===== src/rtl/rom_arbiter.sv =====
// rom_arbiter
// Shares the single asynchronous program ROM between instruction fetch (m0)
// and data load (m1). At most one ROM read is granted per cycle. The ROM word
// is registered and returned to the granted port one cycle later with an
// rvalid strobe. Each granted access is checked for alignment and range.
// Cycles in which both ports request are counted.
//
// Ports:
//   clock, nreset        system clock (rising edge), asynchronous active-low reset
//   m0_req/m0_addr       fetch request and byte address
//   m0_gnt               fetch request accepted this cycle (combinational)
//   m0_rvalid/rdata/err  fetch response, rdata/err qualified by rvalid
//   m1_*                 same set for the data load port
//   rom_address          byte address driven to the ROM (0 when idle)
//   rom_rdata            ROM asynchronous read data
//   conflict_count       saturating count of cycles with both requests high
module rom_arbiter #(
    parameter int WIDTH = 32,
    parameter int DEPTH = 2048,
    parameter int CNT_W = 16
) (
    input  logic             clock,
    input  logic             nreset,
    input  logic             m0_req,
    input  logic [WIDTH-1:0] m0_addr,
    output logic             m0_gnt,
    output logic             m0_rvalid,
    output logic [WIDTH-1:0] m0_rdata,
    output logic             m0_err,
    input  logic             m1_req,
    input  logic [WIDTH-1:0] m1_addr,
    output logic             m1_gnt,
    output logic             m1_rvalid,
    output logic [WIDTH-1:0] m1_rdata,
    output logic             m1_err,
    output logic [WIDTH-1:0] rom_address,
    input  logic [WIDTH-1:0] rom_rdata,
    output logic [CNT_W-1:0] conflict_count
);

    // First word index past the end of the ROM, sized to the word-address field.
    localparam logic [WIDTH-3:0] DEPTH_LIMIT = (WIDTH-2)'(DEPTH);

    // 0 = m0 was granted last, 1 = m1 was granted last.
    logic             last_ptr;
    logic             access_err;
    logic [WIDTH-1:0] resp_data;

    // Round-robin grant: a lone requester always wins; under contention the
    // port that did not win last time is chosen.
    always_comb begin
        m0_gnt = 1'b0;
        m1_gnt = 1'b0;
        if (m0_req && m1_req) begin
            m0_gnt = last_ptr;
            m1_gnt = !last_ptr;
        end else begin
            m0_gnt = m0_req;
            m1_gnt = m1_req;
        end
    end

    // The ROM sees the winning address, or 0 on an idle bus.
    always_comb begin
        rom_address = '0;
        if (m0_gnt) begin
            rom_address = m0_addr;
        end else if (m1_gnt) begin
            rom_address = m1_addr;
        end
    end

    // Errored accesses are still granted but return zero instead of ROM data.
    always_comb begin
        access_err = (rom_address[1:0] != 2'b00) ||
                     (rom_address[WIDTH-1:2] >= DEPTH_LIMIT);
        resp_data  = access_err ? '0 : rom_rdata;
    end

    // Response registers, grant pointer and contention counter. rdata/err
    // only change on a grant so they hold their last value between responses.
    // Reset clears rvalid, which also cancels any response still in flight.
    always_ff @(posedge clock or negedge nreset) begin
        if (!nreset) begin
            last_ptr       <= 1'b1;
            m0_rvalid      <= 1'b0;
            m0_rdata       <= '0;
            m0_err         <= 1'b0;
            m1_rvalid      <= 1'b0;
            m1_rdata       <= '0;
            m1_err         <= 1'b0;
            conflict_count <= '0;
        end else begin
            m0_rvalid <= m0_gnt;
            m1_rvalid <= m1_gnt;
            if (m0_gnt) begin
                m0_rdata <= resp_data;
                m0_err   <= access_err;
                last_ptr <= 1'b0;
            end
            if (m1_gnt) begin
                m1_rdata <= resp_data;
                m1_err   <= access_err;
                last_ptr <= 1'b1;
            end
            if (m0_req && m1_req && (conflict_count != {CNT_W{1'b1}})) begin
                conflict_count <= conflict_count + CNT_W'(1);
            end
        end
    end

endmodule

===== config.mk =====
export PLATFORM = sky130hd
export DESIGN_NAME = rom_arbiter
export DESIGN_NICKNAME = d
export VERILOG_FILES = /design/src/rtl/rom_arbiter.sv
export SDC_FILE = /design/constraint.sdc
export NUM_CORES = 1
export LEC_CHECK = 0
export CAP_MARGIN = 25
export CORE_ASPECT_RATIO = 0.6
export CORE_MARGIN = 10
export CORE_UTILIZATION = 34
export DETAILED_ROUTE_END_ITERATION = 10
export PLACE_DENSITY_LB_ADDON = 0.3
export SYNTH_ARGS = -nofsm -noshare
export SYNTH_HDL_FRONTEND = slang
export SYNTH_SLANG_ARGS = --single-unit

===== constraint.sdc =====
create_clock -name clock -period 1.65 [get_ports clock]
set_input_delay 0.2475 -clock clock [delete_from_list [all_inputs] [get_ports clock]]
set_output_delay 0.2475 -clock clock [all_outputs]
set_load 0.05 [all_outputs]

==> metrics.txt <==
first-pass GRT wire length=23400 um; post-synth cell types=31; cells after synthesis=287; fillcell total=689; final worst slack=-244 ps; max_slew headroom=73.5%; CTS clk-pin slew, worst paths=60 ps; FF-to-FF End=conflict_count[10]; startpoint types=register; status=finished with violations; worst r2r src=conflict_count[0]; hold crit path type=input port to register; met1 wire length=6500 um; EDFF count, synth=0; final hold vios=0; Synth Net Count=388; Async S/R FF share, synth=100%; PwrDens=875 mW/mm^2; final wirelength=15800 um; register area share after synthesis=59.4%; # diodes=0; GRT Total Usage=19.1%; synth top area cells=dfrtp_1 59%, a22o_1 23%, clkbuf_1 1.9%; CP max-delay cell=dfstp_2; Worst-Margin Slew=395 ps; multi-input logic area=0.00168 mm^2; clk sinks=85; failing checks=setup timing; Core Util, Final=70.3%; Syn Area/Cell=12.5 um^2; area delta synth->final=97.5%; Core Footprint=0.0101 mm^2; CP arrival=1650 ps; crit path time final=1890 ps; crit-path max FO=9; CP peak stage delay=540 ps; Initial Util=35.6%; Initial DRT Pass Iterations=4; total power=6.19 mW; largest net degree at the start of global routing=47; GRT overflow=0; Worst Hold Launch=m0_req; WS Path Type=register to output port; f_max=0.528 GHz; RePlAce Congestion=0.872; CTS Buffer Depth=2; Critical Path, Cell by Cell=nand2b_4 > nand2_4 > inv_6 > buf_12 > a22o_2 > buf_8; Met3 Routed Length=1210 um; fraction of the mapped netlist area in adder cells=0.349%; Hold Worst Slack=242 ps; DRT iter0 DRCs=160; setup violation total in the final timing report=34; RSZ-0062 raised after global routing=true; clk_skew=8.05 ps; Vias per Instance=5.27; main flop type after synthesis=dfrtp_1; register area=0.00215 mm^2; #FFs+latches synth=85; Met2 Wirelength=7950 um; mux cell area share after synthesis=0.594%; Post-Syn Area=0.00358 mm^2; Slew Limit Fails=0; H-tree depth=3; highest metal layer with signal wires=met4; largest area contributor in the synthesized netlist=dfrtp_1; Worst-Skew Late Latency=330 ps; via count=3703; yosys warns=0; Num CTS Buffers=9; FP Rows=28; die area=0.0152 mm^2; Synth Area in XOR/XNOR=2.93%; Tcrit/Tclk final=115%; Pleak=3.43 nW; reg2reg path depth=7; vias in the first global route=3999; ratio of cells with drive above 1 in the final layout=46.4%; maximum VDD drop=625 uV; top-area cell type share of the netlist area=58.7%; Req. time, crit path=1400 ps; antenna-violating nets left=0; post-synthesis compound-gate area fraction=24.2%; critical path capture point type=output port; TritonCTS clock tree=yes; Synth Area in Simple Gates=9.99%; Die Ht=99.5 um; Hold Path End=last_ptr; antenna violations before repair=0; hold depth=2; flop-to-flop setup slack=10 ps; maxcap violations=0; wire per inst=22.5 um; largest family of logic cells by synthesized area=compound AO/OA/AOI/OAI gates; DRC Markers=0; Nets=663; I/O Pins=218; Post-DP HPWL=11400 um; I/O Buffers=217; CTS root buf=clkbuf_16; Horiz. Die Dim=153 um
==> worst max-delay path by stage <==
stage               depth (start not counted)  slack (ps)              start                  to
floorplan                                   4        -110  conflict_count[4]  conflict_count[15]
global placement                            6        -290        m0_addr[17]        m0_rdata[13]
detailed placement                          6        -380        m0_addr[17]        m0_rdata[25]
CTS                                         7        -310           last_ptr     rom_address[14]
global route                                6        -320           last_ptr     rom_address[27]
finish                                      6        -240           last_ptr     rom_address[27]
==> synthesized netlist by cell type (2+ instances only) <==
master / instances
a22o_1: 96
and3_1: 2
clkbuf_1: 18
dfrtp_1: 84
inv_1: 4
inv_2: 2
nand2_1: 9
nand3_1: 5
nand4_1: 8
nor2_1: 15
nor3_1: 5
nor4_1: 9
o31ai_1: 2
xnor2_1: 5
xor2_1: 7
==> per-layer routing <==
layer  GRT usage, %  vias to the layer above
met4           4.09                        0
met5              0                        -
li1               -                     1671
met1           23.6                     1861
met2           31.9                      159
met3           6.37                       12
==> logic make-up (layout without fill, tap and decap cells) <==
logic type	count (synthesis)	in the layout
fa+ha+maj	1	1
compound gates	100	100
mux	2	2
simple gates	63	63
buf+inv	24	304
xor+xnor	12	12
flops	85	85
==> placed cells by master, fill, tap and decap left out, types with 12 or more instances in the layout <==
master,n
a22o_1,67
a22o_4,23
buf_12,14
buf_4,132
buf_6,22
buf_8,12
clkbuf_16,12
clkdlybuf4s50_1,94
dfrtp_1,69
dfrtp_2,15
nor2_1,12
==> timing repair <==
action                                 4_1_cts  5_1_grt
setup endpoints to repair                   48      112
endpoints found under the hold margin       23        0
pin swaps                                    6       10
buffers inserted                             4        6
gates cloned                                 3        3
hold buffers                                 1        0
resized for setup                           51       26
==> sequential cells by signal, indices dropped and copies added (netlist names) <==
| name | cells |
|---|---|
| conflict_count | 16 |
| last_ptr | 1 |
| m0_err | 1 |
| m0_rdata | 32 |
| m0_rvalid | 1 |
| m1_err | 1 |
| m1_rdata | 32 |
| m1_rvalid | 1 |
==> critical path: cells and delay by family (launching register included) <==
| kind | cells | cell delay, ps |
|---|---|---|
| AND/OR/NAND/NOR | 2 | 210 |
| AO/OA/AOI/OAI | 1 | 180 |
| flip-flops | 1 | 540 |
| buffers and inverters | 3 | 400 |
==> power by group <==
group | switching [mW] | total, mW | internal [mW]
Sequential | 0.106 | 2.29 | 2.19
Clock | 0.791 | 1.85 | 1.06
Combinational | 1.14 | 2.05 | 0.904
Total | 2.04 | 6.19 | 4.15
==> stage by stage <==
step | setup WS [ps] | TNS, ps | cell area, um^2 | instances
floorplan | -113 | -1280 | 3810 | 287
global placement | -287 | -23390 | 6320 | 672
detailed placement | -382 | -29070 | 6320 | 672
CTS | -313 | -8930 | 6900 | 695
global route | -322 | -10500 | 7070 | 702
finish | -244 | -7400 | 7070 | 702
==> layout make-up <==
| class | instances | share of cell area [%] |
|---|---|---|
| timing repair buffer | 282 | 39.2 |
| sequential | 85 | 30.4 |
| multi-input combinational | 178 | 23.8 |
| clock buffer | 12 | 3.48 |
| tap | 135 | 2.39 |
| inverter | 6 | 0.425 |
| clock inverter | 4 | 0.354 |
Power figures use the tool's default switching activity.
